## src/rtl/gray_seq_gen.sv

```systemverilog
// Gray-code source stage: binary count stepped once per accepted transfer,
// presented as a registered Gray code behind a valid/ready handshake.
module gray_seq_gen #(
  parameter int WIDTH = 4
) (
  input  logic             clk,
  input  logic             rst_n,
  input  logic             en,
  input  logic             up_dn,
  input  logic             load,
  input  logic [WIDTH-1:0] load_val,
  output logic [WIDTH-1:0] gray_out,
  output logic             gray_valid,
  input  logic             gray_ready,
  output logic             tc
);

  typedef enum logic {IDLE = 1'b0, SEND = 1'b1} state_t;

  localparam logic [WIDTH-1:0] ONE  = WIDTH'(1);
  localparam logic [WIDTH-1:0] ZERO = '0;
  localparam logic [WIDTH-1:0] ALL1 = '1;

  state_t           state_q, state_d;
  logic [WIDTH-1:0] cnt_q, cnt_d;
  logic [WIDTH-1:0] gray_q, gray_d;
  logic             tc_q, tc_d;
  logic             xfer;

  assign xfer = (state_q == SEND) && gray_ready;

  always_comb begin
    state_d = state_q;
    cnt_d   = cnt_q;
    tc_d    = 1'b0;
    if (load) begin
      // A transfer in the same cycle still consumes the old code, but the
      // count takes the load value and no wrap is reported.
      cnt_d   = load_val;
      state_d = IDLE;
    end else begin
      case (state_q)
        IDLE: begin
          if (en) state_d = SEND;
        end
        SEND: begin
          if (xfer) begin
            cnt_d   = up_dn ? (cnt_q + ONE) : (cnt_q - ONE);
            tc_d    = up_dn ? (cnt_q == ALL1) : (cnt_q == ZERO);
            state_d = en ? SEND : IDLE;
          end
        end
        default: state_d = IDLE;
      endcase
    end
  end

  // Gray encoding of the next count so gray_out tracks cnt on the same edge.
  for (genvar gi = 0; gi < WIDTH - 1; gi++) begin : g_gray
    assign gray_d[gi] = cnt_d[gi] ^ cnt_d[gi+1];
  end
  assign gray_d[WIDTH-1] = cnt_d[WIDTH-1];

  always_ff @(posedge clk or negedge rst_n) begin
    if (!rst_n) begin
      state_q <= IDLE;
      cnt_q   <= '0;
      gray_q  <= '0;
      tc_q    <= 1'b0;
    end else begin
      state_q <= state_d;
      cnt_q   <= cnt_d;
      gray_q  <= gray_d;
      tc_q    <= tc_d;
    end
  end

  assign gray_out   = gray_q;
  assign gray_valid = (state_q == SEND);
  assign tc         = tc_q;

endmodule

```

## config.mk

```make
export PLATFORM = sky130hd
export DESIGN_NAME = gray_seq_gen
export DESIGN_NICKNAME = d
export VERILOG_FILES = /design/src/rtl/gray_seq_gen.sv
export SDC_FILE = /design/constraint.sdc
export NUM_CORES = 1
export LEC_CHECK = 0
export BUFFER_PORTS_ARGS = -buffer_cell sky130_fd_sc_hd__buf_4
export CAP_MARGIN = 0
export CORE_AREA = 10 10 47 49
export DETAILED_ROUTE_END_ITERATION = 16
export DIE_AREA = 0 0 57 59
export PLACE_DENSITY_LB_ADDON = 0.15
export RECOVER_POWER = 100
export SLEW_MARGIN = 10
export SYNTH_ARGS = -nofsm -noshare
export SYNTH_HDL_FRONTEND = slang
export SYNTH_SLANG_ARGS = --single-unit
```

## constraint.sdc

```tcl
create_clock -name clk -period 1.8 [get_ports clk]
set_input_delay 0.09 -clock clk [delete_from_list [all_inputs] [get_ports clk]]
set_output_delay 0.09 -clock clk [all_outputs]
set_load 0.02 [all_outputs]
```

; After elaboration in Yosys (flattened, before gate mapping)
; Cells that the tools add are included.
; Widths: inputs -> output; s select.
[totals]
ff_bits = 10
latch_bits = 0
ramBits = 0
mem_bits_ro = 0
in_bits = 10
out_inout_bits = 6
word_cells = 25
memories = 0
[classes]
addsub = 2
multipliers = 0
n_div = 0
n_lt_le_gt_ge = 0
n_eq_ne = 1
shifts = 0
mux = 12
n_bitwise = 4
n_reduce_logical = 2
[ops]
columns = cell, count
row1 = $mux 4, 4
row2 = $mux 1, 7
row3 = $add 4x1->4 const B, 1
row4 = $eq 4x4->1 const B, 1
row5 = $logic_not 4->1, 1
row6 = $sub 4x1->4 const B, 1
row7 = $xor 1x1->1, 3
row8 = $pmux 1 s2, 1
row9 = $logic_and 1x1->1, 1
row10 = $not 1->1, 1

; Logic depth before layout (Yosys ltp)
; Gate-level depths: netlist of the first run.
[logic_depth]
ltp_word = 6
mapped_depth = 7
depth_no_buf = 7

; Worst setup path after synthesis of the first run
; OpenSTA, ideal clock, no wires.
[synth_path]
path_type = register to register
from = register cnt_q[0]
to = register gray_q[1], in the netlist gray_out[1]
t_arrival_ps = 1408
required_ps = 1672
setup_slack_ps = 265
path_stages_with_launch = 8
n_path_buf = 0
period_less_slack_ps = 1535
cell_sequence = dfrtp_1 inv_1 fa_1 xnor2_1 nand3_1 a21oi_1 a21oi_2 xnor2_1
[synth_via]
elab_chain_cells = 6
[synth_rtl]
columns = item, line
row1 = from (decl), 25  ; logic [WIDTH-1:0] cnt_q, cnt_d;
row2 = from (signal assigned), 72  ; cnt_q <= cnt_d;
row3 = $sub 4x1->4 or $add 4x1->4 (tied branches), 48  ; cnt_d = up_dn ? (cnt_q + ONE) : (cnt_q - ONE);
row4 = $mux 4 (*), 48
row5 = $mux 4 (*), 47  ; if (xfer) begin
row6 = $mux 4 (*), 42  ; case (state_q)
row7 = $mux 4 (*), 36  ; if (load) begin
row8 = $xor 1x1->1 (*), 60  ; assign gray_d[gi] = cnt_d[gi] ^ cnt_d[gi+1];
row9 = net gray_d[1], 26  ; logic [WIDTH-1:0] gray_q, gray_d;
row10 = to (signal assigned), 73  ; gray_q <= gray_d;
row11 = to (decl), 26
; The timed path passes the listed nets; every way through them passes the cells marked *.

; Worst setup path in the final report of the first run
[layout_path]
from = register cnt_q[0]
to = register gray_q[2], in the netlist gray_out[2]
; Same word-level chain as after synthesis.

==> flow_metrics.py, run 1 <==
metrics = {
    "status": {
        "run_status": "finished clean",
    },
    "clock_network": {
        "cts_sinks": 9,
        "cts_max_path_buffers": 2,
        "cts_tree": "yes",
        "cts_buffers": 3,
        "cts-root-buf": "clkbuf_4",
        "h-tree-depth": 1,
        "clkTransAtPathRegs_ns": 0.06,
        "post_cts_buffers": 0,
        "worstSkewPairLatency_ns": 0.25,
    },
    "worst_hold_path": {
        "hold_class": "in -> reg",
    },
    "route": {
        "drc_errors": 0,
        "drt_wl_total_mm": 1.12,
        "antenna_left": 0,
        "avgRoutedWirePerCell_um": 12.6,
        "avgViaCountPerCell": 4.88,
        "num_vias": 434,
        "firstDrtPassIters": 3,
        "drt_iter0_drc": 2,
    },
    "worst_setup_path": {
        "slowest_stage": "fa_1",
        "worstReg2RegStart": "cnt_q[0]",
        "rr_worst_depth": 7,
        "r2r-end": "gray_out[2]",
        "crit_buf_inv": 1,
        "end_kind": "register",
        "cp_max_fo": 3,
        "setup.worst_path.end": "gray_out[2]",
        "regToRegSetupSlack_ns": 0.14,
        "critical_path_class": "reg -> reg",
        "cp.arrival_ns": 1.79,
        "cp_top_family": "adder cells",
        "crit_chain": "inv_1, fa_1, xnor2_1, nand3_1, a21oi_1, a21oi_1, xnor2_1",
        "required_ns": 1.93,
        "critPathLaunchType": "register",
        "crit_start": "cnt_q[0]",
        "path_depth": 7,
        "slowest_delay_ns": 0.41,
    },
    "layout": {
        "multiInputGateArea_um2": 244,
        "area_growth_pct": 22.2,
        "fillCellCount": 159,
        "layout.area.seq_um2": 225,
        "nets": 87,
        "finalInstanceArea_um2": 634,
        "fin_cells": 89,
        "fin_util_pct": 45.3,
        "drive_above_1_share_pct": 16.4,
        "n_antenna_cell": 0,
    },
    "sta": {
        "fin_crit_sh_pct": 92.3,
        "max_freq_mhz": 602,
        "setup-tns-final_ns": 0,
        "slew_headroom_pct": 69.9,
        "setup_slack_ns": 0.139,
        "min_period_ns": 1.66,
        "hold_ws_ns": 0.0625,
        "slew_violations": 0,
        "skew_ns": 0.00152,
        "rsz0062_at_grt": "no",
        "finalHoldViolations": 0,
        "setup_viol": 0,
        "worst_pin_slew_ns": 0.451,
    },
    "synth": {
        "yosysSeqAreaShare_pct": 43.4,
        "synth_top_family_by_area": "simple AND/OR/NAND/NOR gates",
        "synth_area_leader_cell": "dfrtp_1",
        "synth_top_area_share_pct": 43.4,
        "synth-simple-area-share_pct": 19.5,
        "synth_warnings": 0,
        "yosysUniqueCellTypes": 24,
        "synth_xor_area_share_pct": 8.43,
        "muxShareOfSynthArea_pct": 0,
        "synth_fa_ha_area_share_pct": 8.67,
        "avgSynthCellArea_um2": 9.44,
        "synth_compound_area_share_pct": 12.0,
        "yosys-top-cells-area": "dfrtp_1 (43%), xnor2_1 (6.7%), a21oi_1 (4.8%), ha_1 (4.8%), inv_1 (4.3%)",
        "syn_area_um2": 519,
        "syn-num-nets": 68,
        "ys_ff_latch": 9,
        "syn_inst": 55,
    },
    "global_routing": {
        "grt_pass1_wl_mm": 1.89,
        "antenna_found_initial": 0,
        "grt_max_degree": 15,
        "track_usage_pct": 7.16,
        "grt_overflow": 0,
        "grt_pass1_vias": 445,
    },
    "placement": {
        "placed_cells": 84,
        "dpl.hpwl_um": 933,
        "pre_cts_ws_ns": 0.162,
        "gp_congestion": 0.760,
        "portBuffers": 15,
        "dpl_cell_area_um2": 633,
    },
    "pwr": {
        "total_power_mw": 0.561,
        "power_density_nw_per_um2": 885,
        "ir_drop_v": 0.000452,
        "power.leakage_nw": 0.292,
    },
    "floorplanning": {
        "fp-row-count": 14,
        "ioPinCount": 16,
        "die_width_um": 57,
        "dieHeight_um": 59,
        "start_util_pct": 37.1,
        "coreArea_um2": 1400,
        "die-area_um2": 3360,
    },
    "job": {
        "drv_cap": 0,
    },
}
[area by class of cell]
type	instances	area share, %
repair buffers	16	15.2
clock buffers	4	4.14
well taps	16	3.16
multi-input cells	38	38.5
flip-flops and latches	9	35.5
inverters	6	3.55
[worst reg2reg max path, stage by stage (launching register included)]
cell,delay (ns)
dfrtp_1,0.38
inv_1,0.10
fa_1,0.41
xnor2_1,0.13
nand3_1,0.08
a21oi_1,0.07
a21oi_1,0.27
xnor2_1,0.12
[how the worst min path moves through the flow]
stage                     slack, ns  depth (start not counted)    endpoint  start
after floorplan               -0.21                          0    cnt_q[0]  rst_n
after global placement        -0.08                          1          tc  rst_n
after detailed placement      -0.08                          1          tc  rst_n
after CTS                      0.06                          3  gray_valid     en
after global routing           0.09                          3  gray_valid     en
final                          0.06                          3  gray_valid     en
[logic make-up after synthesis]
group,Yosys count
compound gates,11
xor+xnor,5
fa+ha+maj,3
buf+inv,8
flops,9
simple gates,19
[synth_stat cells (all sizes together)]
cell type / number
dfrtp: 9
a21oi: 6
inv: 6
nand2: 5
xnor2: 4
nand3: 3
nor2: 3
nor3: 3
o21ai: 3
buf: 2
ha: 2
a21o: 1
a31oi: 1
fa: 1
nand4: 1
nor3b: 1
nor4: 1
or3: 1
or4: 1
xor2: 1
[timing repair]
action,in CTS,in global routing
resized for setup,0,0
hold endpoints to repair,9,0
hold buffers,1,0
[power by group]
part	total (mW)	internal [mW]	leakage, nW	switching [mW]
Sequential	0.248	0.232	0.110	0.0165
Combinational	0.164	0.0627	0.167	0.102
Clock	0.149	0.0850	0.0150	0.0637
Total	0.561	0.379	0.292	0.182
[routing by layer]
layer | up-vias | GRT usage (%) | wire length (µm)
met5 | - | 0 | 0
met3 | 2 | 4.29 | 84
met2 | 10 | 11.8 | 554
met4 | 0 | 4.03 | 10
met1 | 201 | 6.83 | 469
li1 | 221 | - | -
[flip-flops by register name (all words and copies together) (netlist names)]
| register | flops |
|---|---|
| cnt_q | 4 |
| gray_out | 3 |
| gray_valid | 1 |
| tc | 1 |
[placed cells by master (no fill, tap or decap)]
master	synthesis	layout
nand4_1	1	1
nor3_1	3	3
xnor2_1	4	4
nand2_1	4	4
nand3_1	2	3
o21ai_1	3	2
clkbuf_1	0	8
fa_1	1	1
nor2_1	3	3
or3_1	1	1
nor3b_1	1	1
o21ai_0	0	1
nor4_1	1	1
a21o_1	1	1
dlygate4sd3_1	0	1
dfrtp_1	9	9
a21oi_1	5	6
clkbuf_4	0	3
a31oi_1	1	1
ha_1	2	2
buf_4	1	8
nand2_2	1	1
inv_1	6	6
or4_1	1	1
xor2_1	1	1
No activity file was read; power rests on OpenSTA's default activity.
==> run 2, diff against run 1 <==
- CTS_BUF_LIST: default -> sky130_fd_sc_hd__clkbuf_4 sky130_fd_sc_hd__clkbuf_8 sky130_fd_sc_hd__clkbuf_16
==> flow_metrics.py, run 2 (same netlist as run 1, synthesis figures left out) <==
metrics = {
    "global_routing": {
        "grt_pass1_vias": 445,
        "grt_overflow": 0,
        "grt_max_degree": 15,
        "grt_pass1_wl_mm": 1.89,
        "antenna_found_initial": 0,
        "track_usage_pct": 7.16,
    },
    "worst_setup_path": {
        "cp_max_fo": 3,
        "crit_chain": "inv_1, fa_1, xnor2_1, nand3_1, a21oi_1, a21oi_1, xnor2_1",
        "critical_path_class": "reg -> reg",
        "slowest_stage": "fa_1",
        "end_kind": "register",
        "cp.arrival_ns": 1.79,
        "cp_top_family": "adder cells",
        "crit_buf_inv": 1,
        "critPathLaunchType": "register",
        "slowest_delay_ns": 0.41,
        "required_ns": 1.93,
    },
    "sta": {
        "max_freq_mhz": 602,
        "fin_crit_sh_pct": 92.3,
        "finalHoldViolations": 0,
        "slew_violations": 0,
        "skew_ns": 0.00208,
        "slew_headroom_pct": 70.4,
        "setup_viol": 0,
        "setup-tns-final_ns": 0,
        "worst_pin_slew_ns": 0.443,
        "setup_slack_ns": 0.138,
        "rsz0062_at_grt": "no",
        "min_period_ns": 1.66,
    },
    "route": {
        "avgRoutedWirePerCell_um": 12.6,
        "drt_iter0_drc": 2,
        "drc_errors": 0,
        "drt_wl_total_mm": 1.12,
        "firstDrtPassIters": 3,
        "avgViaCountPerCell": 4.89,
        "antenna_left": 0,
        "num_vias": 435,
    },
    "status": {
        "run_status": "finished clean",
    },
    "placement": {
        "pre_cts_ws_ns": 0.162,
        "dpl.hpwl_um": 933,
        "portBuffers": 15,
        "gp_congestion": 0.760,
        "dpl_cell_area_um2": 633,
    },
    "layout": {
        "mostFrequentLayoutCells": "dfrtp_1 (9), buf_4 (8), clkbuf_1 (7)",
        "drive_above_1_share_pct": 17.8,
        "final_common_cell": "dfrtp_1",
        "fin_util_pct": 45.5,
        "finalInstanceArea_um2": 638,
        "largest_register_ffs": 4,
        "nets": 87,
        "fillCellCount": 159,
        "area_growth_pct": 22.9,
        "regMostFlops": "cnt_q",
        "n_antenna_cell": 0,
    },
    "pwr": {
        "sw_frac_of_total_pct": 31.5,
        "total_power_mw": 0.576,
        "power_density_nw_per_um2": 903,
        "switchingPower_mw": 0.182,
        "p_int_mw": 0.394,
        "power_frac_clock_pct": 28.3,
        "power.leakage_nw": 0.295,
        "ir_drop_v": 0.000451,
        "power_frac_comb_pct": 28.5,
        "seqPwrFrac_pct": 43.1,
    },
    "floorplanning": {
        "ioPinCount": 16,
        "coreArea_um2": 1400,
        "die-area_um2": 3360,
        "dieHeight_um": 59,
        "fp-row-count": 14,
        "start_util_pct": 37.1,
        "die_width_um": 57,
    },
    "clock_network": {
        "clkTransAtPathRegs_ns": 0.06,
        "cts_sinks": 9,
        "cts_buffers": 3,
        "h-tree-depth": 1,
        "post_cts_buffers": 0,
        "cts_tree": "yes",
        "worstSkewPairLatency_ns": 0.25,
        "cts_max_path_buffers": 2,
        "cts-root-buf": "clkbuf_4",
    },
    "job": {
        "drv_cap": 0,
    },
    "worst_hold_path": {
        "hold_class": "in -> reg",
    },
}
[run 2: worst paths after layout]
kind                            cells after the start     endpoint  slack (ns)  startpoint
min in group asynchronous                           2           tc        0.29       rst_n
worst min-delay path                                3   gray_valid        0.06          en
max in group asynchronous                           2   gray_valid        1.21       rst_n
worst max register to register                      7  gray_out[2]        0.14    cnt_q[0]
worst max-delay path                                7  gray_out[2]        0.14    cnt_q[0]
worst min register to register                      2   gray_valid        0.59  gray_valid
[run 2: final cells by class]
class                   instances  area, µm²  area share (%)
multi-input cells              38        244            38.2
flip-flops and latches          9        225            35.3
clock buffers                   4       30.0            4.71
well taps                      16       20.0            3.14
repair buffers                 16       96.3            15.1
inverters                       6       22.5            3.53
[run 2: worst min-delay path: cells and delay by family]
kind	cells	cell delay (ns)
buffers and inverters	1	0.08
AND/OR/NAND/NOR	1	0.08
AO/OA/AOI/OAI	1	0.03
[run 2: stage by stage]
stage,std cells,hold WS (ns)
after floorplan,55,-0.206
after global placement,84,-0.0823
after detailed placement,84,-0.0835
after CTS,89,0.0606
after global routing,89,0.0930
final,89,0.0631
[run 2: routing by layer]
| metal | routed length [µm] | vias up | global-route usage, % |
|---|---|---|---|
| li1 | - | 221 | - |
| met1 | 458 | 202 | 6.83 |
| met2 | 557 | 10 | 11.8 |
| met3 | 90 | 2 | 4.29 |
| met4 | 10 | 0 | 4.03 |
| met5 | 0 | - | 0 |
[run 2: timing repair]
item,in CTS,in global routing
hold endpoints to repair,9,0
hold buffers,1,0
gates resized for setup,0,0
[run 2: power groups by stage]
stage / clock network [mW] / logic [mW] / registers, mW
after floorplan: 0 / 0.0989 / 0.273
after global placement: 0 / 0.187 / 0.253
after detailed placement: 0 / 0.189 / 0.253
after CTS: 0.170 / 0.192 / 0.250
after global routing: 0.180 / 0.184 / 0.252
final: 0.163 / 0.164 / 0.249
